$ cat src/rtl/bpu_sequencer.sv
// Issue-side sequencer for an in-place radix-2 DIT FFT: walks (stage, butterfly) pairs,
// emits operand addresses and twiddle index, and inserts a drain gap between stages.
module bpu_sequencer #(
    parameter int unsigned N            = 32,
    parameter int unsigned address_size = $clog2(N),
    parameter int unsigned drain_cycles = 4
) (
    input  logic                              clk,
    input  logic                              reset,
    input  logic                              start,
    input  logic                              en,
    output logic [address_size-1:0]           rd_address1,
    output logic [address_size-1:0]           rd_address2,
    output logic [address_size-2:0]           tw_address,
    output logic                              rd_valid,
    output logic [$clog2(address_size)-1:0]   stage,
    output logic                              busy,
    output logic                              done
);

    localparam int unsigned AW = address_size;
    localparam int unsigned SW = $clog2(address_size);
    localparam int unsigned KW = address_size - 1;
    localparam int unsigned DW = $clog2(drain_cycles + 1);

    localparam logic [KW-1:0] K_LAST     = KW'(N / 2 - 1);
    localparam logic [DW-1:0] DRAIN_LAST = DW'(drain_cycles - 1);
    localparam logic [SW-1:0] STAGE_LAST = SW'(AW - 1);

    typedef enum logic [1:0] {
        S_IDLE,
        S_ISSUE,
        S_DRAIN,
        S_FINISH
    } state_t;

    state_t          state, state_d;
    logic [KW-1:0]   k, k_d;
    logic [DW-1:0]   drain_cnt, drain_d;
    logic [SW-1:0]   stage_d;
    logic [AW-1:0]   addr1_d, addr2_d;
    logic [AW-2:0]   tw_d;
    logic            valid_d, busy_d, done_d;

    // Butterfly operand addresses and twiddle index for the current (stage, k)
    logic [AW-1:0]   k_ext, span, pos, grp, addr_a, addr_b;
    logic [AW-2:0]   tw_idx;
    logic [SW-1:0]   tw_shift;

    always_comb begin
        k_ext    = AW'(k);
        span     = AW'(1) << stage;
        pos      = k_ext & (span - AW'(1));
        grp      = k_ext >> stage;
        addr_a   = ((grp << stage) << 1) | pos;
        addr_b   = addr_a + span;
        tw_shift = STAGE_LAST - stage;
        tw_idx   = (AW-1)'(pos << tw_shift);
    end

    // Next-state and next-output logic
    always_comb begin
        state_d = state;
        k_d     = k;
        drain_d = drain_cnt;
        stage_d = stage;
        addr1_d = rd_address1;
        addr2_d = rd_address2;
        tw_d    = tw_address;
        valid_d = 1'b0;
        busy_d  = busy;
        done_d  = 1'b0;

        case (state)
            S_IDLE: begin
                if (start) begin
                    state_d = S_ISSUE;
                    busy_d  = 1'b1;
                    stage_d = '0;
                    k_d     = '0;
                end
            end
            S_ISSUE: begin
                if (en) begin
                    addr1_d = addr_a;
                    addr2_d = addr_b;
                    tw_d    = tw_idx;
                    valid_d = 1'b1;
                    if (k == K_LAST) begin
                        state_d = S_DRAIN;
                        drain_d = '0;
                        k_d     = '0;
                    end else begin
                        k_d = k + KW'(1);
                    end
                end
            end
            S_DRAIN: begin
                // Drain runs regardless of en so writeback of this stage always completes
                if (drain_cnt == DRAIN_LAST) begin
                    if (stage == STAGE_LAST) begin
                        state_d = S_FINISH;
                    end else begin
                        stage_d = stage + SW'(1);
                        state_d = S_ISSUE;
                    end
                end else begin
                    drain_d = drain_cnt + DW'(1);
                end
            end
            S_FINISH: begin
                done_d  = 1'b1;
                busy_d  = 1'b0;
                stage_d = '0;
                state_d = S_IDLE;
            end
            default: state_d = S_IDLE;
        endcase
    end

    always_ff @(posedge clk or posedge reset) begin
        if (reset) begin
            state       <= S_IDLE;
            k           <= '0;
            drain_cnt   <= '0;
            stage       <= '0;
            rd_address1 <= '0;
            rd_address2 <= '0;
            tw_address  <= '0;
            rd_valid    <= 1'b0;
            busy        <= 1'b0;
            done        <= 1'b0;
        end else begin
            state       <= state_d;
            k           <= k_d;
            drain_cnt   <= drain_d;
            stage       <= stage_d;
            rd_address1 <= addr1_d;
            rd_address2 <= addr2_d;
            tw_address  <= tw_d;
            rd_valid    <= valid_d;
            busy        <= busy_d;
            done        <= done_d;
        end
    end

endmodule

$ cat config.mk
export PLATFORM = sky130hd
export DESIGN_NAME = bpu_sequencer
export DESIGN_NICKNAME = d
export VERILOG_FILES = /design/src/rtl/bpu_sequencer.sv
export SDC_FILE = /design/constraint.sdc
export NUM_CORES = 1
export LEC_CHECK = 0
export CAP_MARGIN = 10
export CORE_ASPECT_RATIO = 2
export CORE_UTILIZATION = 48
export CTS_CLUSTER_SIZE = 20
export DETAILED_ROUTE_END_ITERATION = 12
export PLACE_DENSITY_LB_ADDON = 0.3
export SLEW_MARGIN = 30
export SYNTH_ARGS = -nofsm -noshare
export SYNTH_HDL_FRONTEND = slang
export SYNTH_SLANG_ARGS = --single-unit
$ cat constraint.sdc
create_clock -name clk -period 2.9 [get_ports clk]
set_input_delay 0.29 -clock clk [delete_from_list [all_inputs] [get_ports clk]]
set_output_delay 0.29 -clock clk [all_outputs]
set_load 0.05 [all_outputs]
==> results of run 1 <==
## routing by layer
metal / global-route usage, % / vias to the layer above
met4: 19.0 / 0
met2: 40.4 / 37
li1: - / 680
met3: 4.84 / 20
met1: 20.3 / 656
met5: 0 / -
## kinds of logic (layout without fill, tap and decap cells)
logic type / count (synthesis) / in the layout / share of synthesized area [%]
flops: 29 / 29 / 43.2
simple gates: 62 / 62 / 18.5
compound gates: 48 / 48 / 19.2
buf+inv: 21 / 50 / 4.99
other cells: 1 / 1 / 0.223
mux: 2 / 2 / 1.27
fa+ha+maj: 15 / 15 / 11.6
xor+xnor: 2 / 2 / 1.04
## area by class of cell
cell class	instances	area, um2
multi-input cells	130	901
well taps	32	40.0
flip-flops and latches	29	728
clock buffers	6	72.6
repair buffers	28	268
inverters	14	55.1
fillers	290	1300
clock inverters	2	10.0
## power by group through the flow
stage / Clock [mW] / Combinational (mW) / Sequential, mW
3_3_place_gp: 0 / 1.18 / 0.709
6_report: 0.317 / 1.23 / 0.715
2_1_floorplan: 0 / 0.602 / 0.976
5_1_grt: 0.342 / 1.34 / 0.741
3_5_place_dp: 0 / 1.21 / 0.722
4_1_cts: 0.327 / 1.22 / 0.714
## critical path, cell delays in order (launching register included)
cell,delay [ps]
dfrtp_2,460
inv_4,110
ha_4,160
ha_4,160
inv_1,60
ha_1,200
nand4bb_1,200
o21ai_2,110
a21o_1,130
ha_1,260
nor2b_1,140
o21a_1,170
or3_1,330
a31oi_1,170
## synth_stat cells (2+ instances only)
cell type   n
dfrtp_1    29
nand2_1    26
o21ai_0    18
ha_1       14
inv_1      13
nor2_1      7
nand2b_1    6
nand3_1     5
nor2b_1     5
buf_2       4
o22ai_1     4
a21oi_1     3
clkbuf_1    3
nand3b_1    3
o211ai_1    3
o31ai_1     3
or3_1       3
a21o_1      2
a31oi_1     2
a32o_1      2
a41oi_1     2
and2_1      2
xor2_1      2
## registers in the layout, summed over array words and instances (netlist names)
name,flops
busy,1
done,1
drain_cnt,3
k,4
rd_address1,5
rd_address2,5
rd_valid,1
stage,3
state,2
tw_address,4
## worst paths after layout
kind	from	depth (start not counted)	end	slack, ps
worst max-delay path	stage[0]$_DFFE_PP0P_	13	rd_address2[4]$_DFFE_PP0P_	160
worst min-delay path	reset	2	rd_address2[2]$_DFFE_PP0P_	400
worst max register to register	stage[0]$_DFFE_PP0P_	13	rd_address2[4]$_DFFE_PP0P_	160
worst min register to register	rd_address2[0]$_DFFE_PP0P_	2	rd_address2[0]$_DFFE_PP0P_	460
max in group asynchronous	reset	3	tw_address[0]$_DFFE_PP0P_	1880
min in group clk	rd_address2[0]$_DFFE_PP0P_	2	rd_address2[0]$_DFFE_PP0P_	460
## repair_timing
| item | 4_1_cts | 5_1_grt |
|---|---|---|
| gates resized for setup | 0 | 5 |
| endpoints found under the setup margin | 0 | 1 |
| buffers inserted | 0 | 1 |
## metrics by stage
step	cell area [um2]	utilization [%]	worst slack [ps]
2_1_floorplan	1710	-	5.70
5_1_grt	2070	61.4	8.91
4_1_cts	2050	60.6	27.4
6_report	2070	61.4	160
3_5_place_dp	1970	58.2	56.6
3_3_place_gp	1970	58.2	188
==> impl_table.tex, run 1 <==
\begin{tabular}{lr}
\hline
Metric & Value \\
\hline
\multicolumn{2}{l}{\textbf{Clock network}} \\
\quad Clock-pin transition on the worst setup and hold timing paths & 60 ps \\
\quad Clock buffer count from CTS & 5 \\
\quad Deepest level of the CTS H-tree & 2 \\
\quad Buffers from clock root to sink, at most & 2 \\
\quad Clock sinks & 29 \\
\quad Clock insertion delay at the later pin of the skew report & 280 ps \\
\quad CTS tree & done \\
\quad Root Buffer & clkbuf\_8 \\
\quad Number of hold-repair buffers added at the cts stage & 0 \\
\multicolumn{2}{l}{\textbf{Detailed routing}} \\
\quad Antenna viol nets, final & 0 \\
\quad Count of unresolved DRC violations after routing & 0 \\
\quad Average vias per placed instance & 5.78 \\
\quad Average detailed-routed wire length per instance & 15.8 um \\
\quad First-pass iteration count of the detailed router & 4 \\
\quad Met3 routed wirelength & 123 um \\
\quad Total number of vias & 1393 \\
\quad Uppermost layer routed & met4 \\
\quad Routed length on met2 & 2130 um \\
\quad M1 WL & 1280 um \\
\quad Initial drt markers & 39 \\
\quad Final routed wirelength across all metal layers & 3800 um \\
\multicolumn{2}{l}{\textbf{Power and ir drop}} \\
\quad Cell-internal power & 1.20 mW \\
\quad Sequential share of power & 31.5\% \\
\quad Net switching power & 1.07 mW \\
\quad Combinational share of power & 54.5\% \\
\quad Static Leakage & 0.938 nW \\
\quad Power density of the placed cells & 1090 nW/um2 \\
\quad VDD IR max & 0.566 mV \\
\quad Post-layout total power & 2.27 mW \\
\quad Proportion of power drawn by the clock network & 14.0\% \\
\quad Share of total power consumed by net switching & 47.1\% \\
\multicolumn{2}{l}{\textbf{Global routing}} \\
\quad Number of antenna violations at the first check in global routing & 0 \\
\quad Largest net degree at the start of global routing & 18 \\
\quad Global routing usage summed across all routing layers & 22.7\% \\
\quad Remaining Overflow, GRT & 0 \\
\quad Vias in the first global route & 1381 \\
\quad Wire length of the first global-routing pass & 6170 um \\
\multicolumn{2}{l}{\textbf{Synth}} \\
\quad Ys async rst share & 100\% \\
\quad Count of warnings emitted by yosys & 0 \\
\quad Biggest area contributors in the synthesized netlist & dfrtp\_1, ha\_1, nand2\_1 \\
\quad Net count of the mapped netlist & 199 \\
\quad Main synth FF type & dfrtp\_1 \\
\quad Number of cells produced by synthesis & 180 \\
\quad Avg Inst Size Synth & 9.33 um2 \\
\quad Share of synthesized area occupied by flip-flops and latches & 43.2\% \\
\quad Post-synth top area share & 43.2\% \\
\quad Netlist cell types & 42 \\
\quad Cell area after synthesis & 1680 um2 \\
\quad \#FFs+latches synth & 29 \\
\quad Count of flip-flops with a built-in enable after synthesis & 0 \\
\quad Post-synthesis cell type with the largest combined area & dfrtp\_1 \\
\multicolumn{2}{l}{\textbf{STA}} \\
\quad Slew margin rel. & 56.1\% \\
\quad Number of slew-limit violations in the final report & 0 \\
\quad Top achievable clock speed & 365 MHz \\
\quad Fin. Hold Viols & 0 \\
\quad Total negative slack & 0 ps \\
\quad Worst hold-check slack & 399 ps \\
\quad Final worst path period share & 94.5\% \\
\quad Time the worst path needs with I/O delays and setup & 2740 ps \\
\quad Worst clock skew & 2.88 ps \\
\quad Endpoints failing setup & 0 \\
\quad Actual slew at the worst max-slew pin & 657 ps \\
\quad Unrepaired setup endpoints after global routing & no \\
\multicolumn{2}{l}{\textbf{Floorplanning}} \\
\quad Die outline height & 85.6 um \\
\quad Core Footprint & 3380 um2 \\
\quad Die Width & 43.8 um \\
\quad Number of placed I/O pins & 24 \\
\quad Die area & 3750 um2 \\
\quad Number of core rows & 30 \\
\quad Starting density of the core & 49.7\% \\
\multicolumn{2}{l}{\textbf{Layout}} \\
\quad Share of final-layout standard cells stronger than drive strength 1 & 11.5\% \\
\quad Most common library cell in the layout ignoring fill and taps & dfrtp\_1 \\
\quad Area growth, synth to finish & 23.5\% \\
\quad Final Non-Filler Cells & 241 \\
\quad Most used cells in the layout excluding fill and tap cells & dfrtp\_1, nand2\_1, clkdlybuf4s50\_1 \\
\quad Diodes inserted & 0 \\
\quad Nets & 227 \\
\multicolumn{2}{l}{\textbf{Placement}} \\
\quad Final RePlAce weighted congestion & 0.856 \\
\quad Placed insts & 232 \\
\quad Half-perimeter wire length after placement & 2970 um \\
\quad Count of buffers from port buffering & 23 \\
\multicolumn{2}{l}{\textbf{Setup path}} \\
\quad Endpoint required time on the critical path & 3100 ps \\
\quad Maximum fanout along the worst path & 7 \\
\quad Crit path capture type & flop \\
\quad Element type at the critical path start & flop \\
\quad Data arrival time of the worst path & 2940 ps \\
\quad Start-to-end type of the worst setup path & flop to flop \\
\multicolumn{2}{l}{\textbf{Job}} \\
\quad Max-cap violations & 0 \\
\multicolumn{2}{l}{\textbf{Hold path}} \\
\quad Worst Hold Class & primary input to asynchronous set/reset pin \\
\multicolumn{2}{l}{\textbf{Run status}} \\
\quad Status & completed \\
\hline
\end{tabular}
Power figures use the tool's default switching activity.
==> run 2: changes to the inputs <==
--- a/config.mk
+++ b/config.mk
@@ -7,7 +7,7 @@
 export LEC_CHECK = 0
 export CAP_MARGIN = 10
 export CORE_ASPECT_RATIO = 2
-export CORE_UTILIZATION = 48
+export CORE_UTILIZATION = 54
 export CTS_CLUSTER_SIZE = 20
 export DETAILED_ROUTE_END_ITERATION = 12
 export PLACE_DENSITY_LB_ADDON = 0.3
==> constraint.sdc (replaced) <==
create_clock -name clk -period 2.6 [get_ports clk]
set_input_delay 0.26 -clock clk [delete_from_list [all_inputs] [get_ports clk]]
set_output_delay 0.26 -clock clk [all_outputs]
set_load 0.05 [all_outputs]
==> run 2 against run 1 <==
Effect of this change:
- count of clock-buffer cells in the layout is 2 higher
- clock skew is 1.1 ps higher
- via count is 8.8% higher
- critical path depth is 4 lower
- register-to-register slack worse by 140 ps
- sequential power is 13% higher
- routed wire length is 11% higher
- non-clock buffer count is 10 higher
- critical path type unchanged
- largest power group unchanged
==> impl_table.tex, run 2 (same netlist as run 1, synthesis figures left out) <==
\begin{tabular}{lr}
\hline
Metric & Value \\
\hline
\multicolumn{2}{l}{\textbf{Setup path}} \\
\quad Register-to-Register Setup Slack & 20 ps (-140 ps) \\
\quad Critical R2R Launch & stage[0]\$\_DFFE\_PP0P\_ \\
\quad Crit path capture type & flop \\
\quad Element type at the critical path start & flop \\
\quad Maximum fanout along the worst path & 5 (-2) \\
\quad FF-to-FF path depth & 9 (-4) \\
\quad Cell repeated most along the worst path & ha\_1 \\
\quad CP max stage cell & or4\_4 \\
\quad Data arrival time of the worst path & 2790 ps (-150 ps) \\
\quad Buf/Inv on CP & 1 (-1) \\
\quad Stage delay of the slowest cell on the critical path & 530 ps (+70 ps) \\
\quad Start-to-end type of the worst setup path & flop to flop \\
\quad CP top delay family & simple AND/OR/NAND/NOR gates \\
\quad Critical-path cell list & buf\_4 -> ha\_1 -> ha\_2 -> or4\_4 -> nand3\_1 -> ha\_1 -> o21a\_1 -> or3\_1 -> a31oi\_1 \\
\quad Worst R2R End & rd\_address2[4]\$\_DFFE\_PP0P\_ \\
\quad Endpoint required time on the critical path & 2800 ps (-300 ps) \\
\multicolumn{2}{l}{\textbf{STA}} \\
\quad Unrepaired setup endpoints after global routing & yes \\
\quad Final worst path period share & 99.3\% (+4.9 points) \\
\quad Fin. Hold Viols & 0 (unchanged) \\
\quad Setup ws final & 17.1 ps (-143 ps) \\
\quad Worst clock skew & 3.95 ps (+1.06 ps) \\
\quad Slew margin rel. & 65.3\% (+9.1 points) \\
\quad Number of slew-limit violations in the final report & 0 (unchanged) \\
\quad Top achievable clock speed & 387 MHz (+6.1\%) \\
\quad Endpoints failing setup & 0 (unchanged) \\
\quad Actual slew at the worst max-slew pin & 521 ps (-136 ps) \\
\quad Time the worst path needs with I/O delays and setup & 2580 ps (-157 ps) \\
\quad Total negative slack & 0 ps (unchanged) \\
\multicolumn{2}{l}{\textbf{Global routing}} \\
\quad Remaining Overflow, GRT & 0 (unchanged) \\
\quad Vias in the first global route & 1579 (+14\%) \\
\quad Number of antenna violations at the first check in global routing & 0 (unchanged) \\
\quad Wire length of the first global-routing pass & 7020 um (+14\%) \\
\quad Largest net degree at the start of global routing & 30 (+12) \\
\quad Global routing usage summed across all routing layers & 28.2\% (+5.5 points) \\
\multicolumn{2}{l}{\textbf{Layout}} \\
\quad Most used cells in the layout excluding fill and tap cells & dfrtp\_1, nand2\_1, clkdlybuf4s50\_1 \\
\quad Filler cell count in the final layout & 201 (-31\%) \\
\quad Diodes inserted & 0 (unchanged) \\
\quad Nets & 237 (+4.4\%) \\
\quad Largest regs & rd\_address1: 5 flops, rd\_address2: 5 flops \\
\quad Share of final-layout standard cells stronger than drive strength 1 & 17.8\% (+6.3 points) \\
\quad Area growth, synth to finish & 30.3\% \\
\quad Most common library cell in the layout ignoring fill and taps & dfrtp\_1 \\
\quad Final Non-Filler Cells & 249 (+3.3\%) \\
\quad Post-Layout Inst Area & 2190 um2 (+5.4\%) \\
\multicolumn{2}{l}{\textbf{Power and ir drop}} \\
\quad Static Leakage & 0.976 nW (+4.0\%) \\
\quad VDD IR max & 0.926 mV (+63\%) \\
\quad Power density of the placed cells & 1220 nW/um2 (+12\%) \\
\multicolumn{2}{l}{\textbf{Clock network}} \\
\quad Clock sinks & 29 (unchanged) \\
\quad Root Buffer & clkbuf\_8 \\
\quad Clock-pin transition on the worst setup and hold timing paths & 60 ps (about the same) \\
\quad Number of hold-repair buffers added at the cts stage & 0 (unchanged) \\
\quad CTS tree & done \\
\quad Deepest level of the CTS H-tree & 2 (unchanged) \\
\quad Buffers from clock root to sink, at most & 2 (unchanged) \\
\quad Clock buffer count from CTS & 5 (unchanged) \\
\quad Clock insertion delay at the later pin of the skew report & 280 ps (about the same) \\
\multicolumn{2}{l}{\textbf{Detailed routing}} \\
\quad Final routed wirelength across all metal layers & 4210 um (+11\%) \\
\quad Count of unresolved DRC violations after routing & 0 (unchanged) \\
\quad Initial drt markers & 57 (+46\%) \\
\quad Average detailed-routed wire length per instance & 16.9 um (+7.1\%) \\
\quad First-pass iteration count of the detailed router & 4 (unchanged) \\
\quad Average vias per placed instance & 6.09 (+5.3\%) \\
\quad Antenna viol nets, final & 0 (unchanged) \\
\quad Total number of vias & 1516 (+8.8\%) \\
\multicolumn{2}{l}{\textbf{Placement}} \\
\quad Final RePlAce weighted congestion & 0.840 (-1.9\%) \\
\quad Half-perimeter wire length after placement & 2990 um (+0.88\%) \\
\quad Placed insts & 234 (+0.86\%) \\
\quad Placed cell area & 2040 um2 (+3.6\%) \\
\quad Count of buffers from port buffering & 23 (unchanged) \\
\quad Dpl ws & -43.5 ps (-100 ps) \\
\multicolumn{2}{l}{\textbf{Floorplanning}} \\
\quad Number of core rows & 28 (-6.7\%) \\
\quad Starting density of the core & 57.1\% (+7.4 points) \\
\quad Die area & 3350 um2 (-11\%) \\
\quad Number of placed I/O pins & 24 (unchanged) \\
\quad Die Width & 41.4 um (-5.5\%) \\
\quad Core Footprint & 2940 um2 (-13\%) \\
\quad Die outline height & 80.9 um (-5.6\%) \\
\multicolumn{2}{l}{\textbf{Hold path}} \\
\quad Worst Hold Class & primary input to asynchronous set/reset pin \\
\multicolumn{2}{l}{\textbf{Run status}} \\
\quad Status & completed \\
\multicolumn{2}{l}{\textbf{Job}} \\
\quad Max-cap violations & 0 (unchanged) \\
\hline
\end{tabular}
[run 2: changes by cell type in the layout (fill, tap and decap cells not counted), moves of 2 or more]
cell | previous run | this run
clkinv_2 | 2 | 0
buf_4 | 5 | 15
ha_4 | 2 | 4
ha_1 | 12 | 8
clkbuf_1 | 1 | 3
ha_2 | 0 | 2
[run 2: layer usage]
| layer | vias up | track usage (%) | wire [um] |
|---|---|---|---|
| li1 | 708 | - | - |
| met1 | 730 | 23.3 | 1350 |
| met2 | 55 | 55.8 | 2480 |
| met3 | 23 | 6.67 | 163 |
| met4 | 0 | 19.0 | 221 |
| met5 | - | 0 | 0 |
[run 2: worst reg2reg max path: stages (launching register included)]
cell and delay [ps]:
dfrtp_2 450, buf_4 150, ha_1 190, ha_2 200, or4_4 530, nand3_1 110
ha_1 260, o21a_1 130, or3_1 350, a31oi_1 140
[run 2: area by class of cell]
| type | count | area [um2] | area share [%] |
|---|---|---|---|
| Multi-Input combinational cell | 130 | 935 | 42.7 |
| Clock buffer | 8 | 80.1 | 3.66 |
| Inverter | 14 | 62.6 | 2.86 |
| Timing Repair Buffer | 38 | 343 | 15.7 |
| Sequential cell | 29 | 729 | 33.4 |
| Tap cell | 30 | 37.5 | 1.72 |
[run 2: worst max path at each step]
stage,from,endpoint,slack [ps],cells after the start
final,stage[0]$_DFFE_PP0P_,rd_address2[4]$_DFFE_PP0P_,20,9
after global routing,stage[0]$_DFFE_PP0P_,rd_address2[4]$_DFFE_PP0P_,-90,13
after CTS,stage[0]$_DFFE_PP0P_,rd_address2[4]$_DFFE_PP0P_,8,13
after detailed placement,stage[0]$_DFFE_PP0P_,rd_address2[4]$_DFFE_PP0P_,-40,13
after global placement,stage[0]$_DFFE_PP0P_,rd_address2[4]$_DFFE_PP0P_,90,13
after floorplan,stage[0]$_DFFE_PP0P_,rd_address2[4]$_DFFE_PP0P_,-130,14
[run 2: what timing repair did]
item,CTS,global route
resized for setup,5,3
setup buffers,5,2
setup endpoints to repair,1,1
cloned,0,0
pin swaps,3,2
endpoints found under the hold margin,0,0
[run 2: where the power goes]
part | switching (mW) | internal (mW) | total (mW)
clock | 0.162 | 0.189 | 0.351
combinational | 0.898 | 0.608 | 1.51
sequential | 0.185 | 0.623 | 0.809
[run 2: stage by stage]
stage	utilization, %	hold WS, ps	power, mW
global route	74.3	392	2.83
floorplan	-	338	1.80
finish	74.3	348	2.67
global placement	69.2	455	2.17
detailed placement	69.2	461	2.24
CTS	73.6	351	2.65
==> run 3: changes to the inputs <==
--- a/config.mk
+++ b/config.mk
@@ -11,6 +11,7 @@
 export CTS_CLUSTER_SIZE = 20
 export DETAILED_ROUTE_END_ITERATION = 12
 export PLACE_DENSITY_LB_ADDON = 0.3
+export RECOVER_POWER = 100
 export SLEW_MARGIN = 30
 export SYNTH_ARGS = -nofsm -noshare
 export SYNTH_HDL_FRONTEND = slang
==> run 3 against run 2 <==
Effect of this change:
- the flow now finishes with violations (capacitance limit, slew limit)
- combinational power down 3%
- register-to-register slack about the same
- sequential share of layout area up 0.057 points
- core utilization down 0.13 points
- power down 1.5%
- global-route usage unchanged
- non-clock buffer count unchanged
- worst setup slack worse by 0.71 ps
- worst hold slack better by 120 ps
- fmax about the same
- clock skew about the same
- routed wire length down 0.29%
- critical endpoint unchanged
- largest cell class unchanged
- largest power group unchanged
==> impl_table.tex, run 3 (same netlist as run 1, synthesis figures left out) <==
\begin{tabular}{lr}
\hline
Metric & Value \\
\hline
\multicolumn{2}{l}{\textbf{STA}} \\
\quad Slew margin rel. & -4.19\% (-69 points) \\
\quad Endpoints failing setup & 0 (unchanged) \\
\quad Actual slew at the worst max-slew pin & 1560 ps (+1040 ps) \\
\quad Top achievable clock speed & 387 MHz (about the same) \\
\quad Number of slew-limit violations in the final report & 30 (+30) \\
\quad Worst clock skew & 4.01 ps (+0.0643 ps) \\
\quad Time the worst path needs with I/O delays and setup & 2580 ps (+0.708 ps) \\
\quad Unrepaired setup endpoints after global routing & yes \\
\quad Final worst path period share & 99.4\% (about the same) \\
\quad Fin. Hold Viols & 0 (unchanged) \\
\quad Worst hold-check slack & 464 ps (+117 ps) \\
\quad Total negative slack & 0 ps (unchanged) \\
\multicolumn{2}{l}{\textbf{Global routing}} \\
\quad Remaining Overflow, GRT & 0 (unchanged) \\
\quad Global routing usage summed across all routing layers & 28.2\% (unchanged) \\
\quad Vias in the first global route & 1579 (unchanged) \\
\quad Number of antenna violations at the first check in global routing & 0 (unchanged) \\
\quad Wire length of the first global-routing pass & 7020 um (unchanged) \\
\quad Largest net degree at the start of global routing & 30 (unchanged) \\
\multicolumn{2}{l}{\textbf{Setup path}} \\
\quad Cell repeated most along the worst path & ha\_1 \\
\quad Start-to-end type of the worst setup path & flop to flop \\
\quad Stage delay of the slowest cell on the critical path & 530 ps (about the same) \\
\quad Critical R2R Launch & stage[0]\$\_DFFE\_PP0P\_ \\
\quad Critical-path cell list & buf\_4 -> ha\_1 -> ha\_2 -> or4\_4 -> nand3\_1 -> ha\_1 -> o21a\_1 -> or3\_1 -> a31oi\_1 \\
\quad Buf/Inv on CP & 1 (unchanged) \\
\quad Endpoint required time on the critical path & 2800 ps (about the same) \\
\quad Maximum fanout along the worst path & 5 (unchanged) \\
\quad Start point of the critical path & stage[0]\$\_DFFE\_PP0P\_ \\
\quad Data arrival time of the worst path & 2790 ps (about the same) \\
\quad Element type at the critical path start & flop \\
\quad Crit path capture type & flop \\
\quad CP top delay family & simple AND/OR/NAND/NOR gates \\
\quad CP max stage cell & or4\_4 \\
\multicolumn{2}{l}{\textbf{Clock network}} \\
\quad CTS tree & done \\
\quad Number of hold-repair buffers added at the cts stage & 0 (unchanged) \\
\quad Clock buffer count from CTS & 5 (unchanged) \\
\quad Clock insertion delay at the later pin of the skew report & 280 ps (about the same) \\
\quad Clock sinks & 29 (unchanged) \\
\quad Buffers from clock root to sink, at most & 2 (unchanged) \\
\quad Root Buffer & clkbuf\_8 \\
\quad Deepest level of the CTS H-tree & 2 (unchanged) \\
\quad Clock-pin transition on the worst setup and hold timing paths & 60 ps (about the same) \\
\multicolumn{2}{l}{\textbf{Layout}} \\
\quad Filler cell count in the final layout & 200 (-0.50\%) \\
\quad Total area of sequential cells & 729 um2 (unchanged) \\
\quad Most common library cell in the layout ignoring fill and taps & dfrtp\_1 \\
\quad Share of final-layout standard cells stronger than drive strength 1 & 17.4\% (-0.46 points) \\
\quad Diodes inserted & 0 (unchanged) \\
\quad Area growth, synth to finish & 30.0\% \\
\quad Largest regs & rd\_address1: 5 flops, rd\_address2: 5 flops \\
\quad Area taken by multi-input logic gates & 935 um2 (unchanged) \\
\quad Most used cells in the layout excluding fill and tap cells & dfrtp\_1, nand2\_1, dlygate4sd3\_1 \\
\quad Nets & 237 (unchanged) \\
\multicolumn{2}{l}{\textbf{Floorplanning}} \\
\quad Starting density of the core & 57.1\% (unchanged) \\
\quad Number of core rows & 28 (unchanged) \\
\quad Die outline height & 80.9 um (unchanged) \\
\quad Number of placed I/O pins & 24 (unchanged) \\
\quad Die area & 3350 um2 (unchanged) \\
\quad Die Width & 41.4 um (unchanged) \\
\quad Core Footprint & 2940 um2 (unchanged) \\
\multicolumn{2}{l}{\textbf{Placement}} \\
\quad Count of buffers from port buffering & 23 (unchanged) \\
\quad Half-perimeter wire length after placement & 2990 um (unchanged) \\
\quad Final RePlAce weighted congestion & 0.840 (unchanged) \\
\multicolumn{2}{l}{\textbf{Detailed routing}} \\
\quad Antenna viol nets, final & 0 (unchanged) \\
\quad Total number of vias & 1512 (-0.26\%) \\
\quad Average detailed-routed wire length per instance & 16.8 um (-0.29\%) \\
\quad Average vias per placed instance & 6.07 (-0.26\%) \\
\quad Initial drt markers & 67 (+18\%) \\
\quad Count of unresolved DRC violations after routing & 0 (unchanged) \\
\quad First-pass iteration count of the detailed router & 4 (unchanged) \\
\quad Final routed wirelength across all metal layers & 4200 um (-0.29\%) \\
\multicolumn{2}{l}{\textbf{Power and ir drop}} \\
\quad Power density of the placed cells & 1200 nW/um2 (-1.3\%) \\
\quad Post-layout total power & 2.63 mW (-1.5\%) \\
\quad Static Leakage & 1.01 nW (+3.0\%) \\
\quad VDD IR max & 0.920 mV (-0.65\%) \\
\multicolumn{2}{l}{\textbf{Run status}} \\
\quad Status & complete, but fails checks \\
\quad Failing checks & capacitance limit, slew limit \\
\multicolumn{2}{l}{\textbf{Job}} \\
\quad Max-cap violations & 1 (+1) \\
\multicolumn{2}{l}{\textbf{Hold path}} \\
\quad Worst min-delay path startpoint & rd\_address2[0]\$\_DFFE\_PP0P\_ \\
\quad Worst Hold Class & flop to flop \\
\hline
\end{tabular}
## run 3: worst paths after layout
kind                                              end  slack [ps]  cells past startpoint
setup / recovery           rd_address2[4]$_DFFE_PP0P_          20                      9
hold / removal             rd_address2[0]$_DFFE_PP0P_         460                      2
setup reg to reg           rd_address2[4]$_DFFE_PP0P_          20                      9
hold reg to reg            rd_address2[0]$_DFFE_PP0P_         460                      2
max in group asynchronous        stage[1]$_DFFE_PP0P_         630                      3
min in group asynchronous  rd_address2[1]$_DFFE_PP0P_         950                      3
## run 3: through the flow
step	setup slack (ps)	instances	area, um2	utilization, %
after global routing	-85.9	249	2180	74.2
after CTS	8.50	247	2170	73.6
after floorplan	-128	180	1750	-
final	16.4	249	2180	74.2
after detailed placement	-43.5	234	2040	69.2
after global placement	85.8	234	2040	69.2
## run 3: layout make-up
class,instances,share of cell area (%)
tap,30,1.72
sequential,29,33.4
clock buffer,8,3.67
timing repair buffer,38,15.5
inverter,14,2.87
multi-input combinational,130,42.8
## run 3: metal layers
metal | part of all wire [%] | GRT usage (%) | vias up
li1 | - | - | 708
met2 | 59 | 55.8 | 51
met3 | 3.7 | 6.67 | 21
met1 | 32 | 23.3 | 732
met5 | 0 | 0 | -
met4 | 5.1 | 19.0 | 0
## run 3: worst min-delay path, delay by kind of cell (launching register included)
family,cells,cell delay (ps)
AND/OR/NAND/NOR,2,100
flip-flops,1,330
## run 3: report_power, final
part / leakage [nW] / total (mW) / internal [mW] / switching, mW
combinational: 0.599 / 1.47 / 0.572 / 0.899
sequential: 0.367 / 0.803 / 0.623 / 0.180
clock: 0.0395 / 0.351 / 0.189 / 0.162
total: 1.01 / 2.63 / 1.38 / 1.24
## run 3: timing repair
| item | 4_1_cts | 5_1_grt |
|---|---|---|
| endpoints found under the hold margin | 0 | 0 |
| pin swaps | 3 | 2 |
| setup endpoints to repair | 1 | 1 |
| buffers inserted | 5 | 2 |
| gates resized for setup | 5 | 3 |
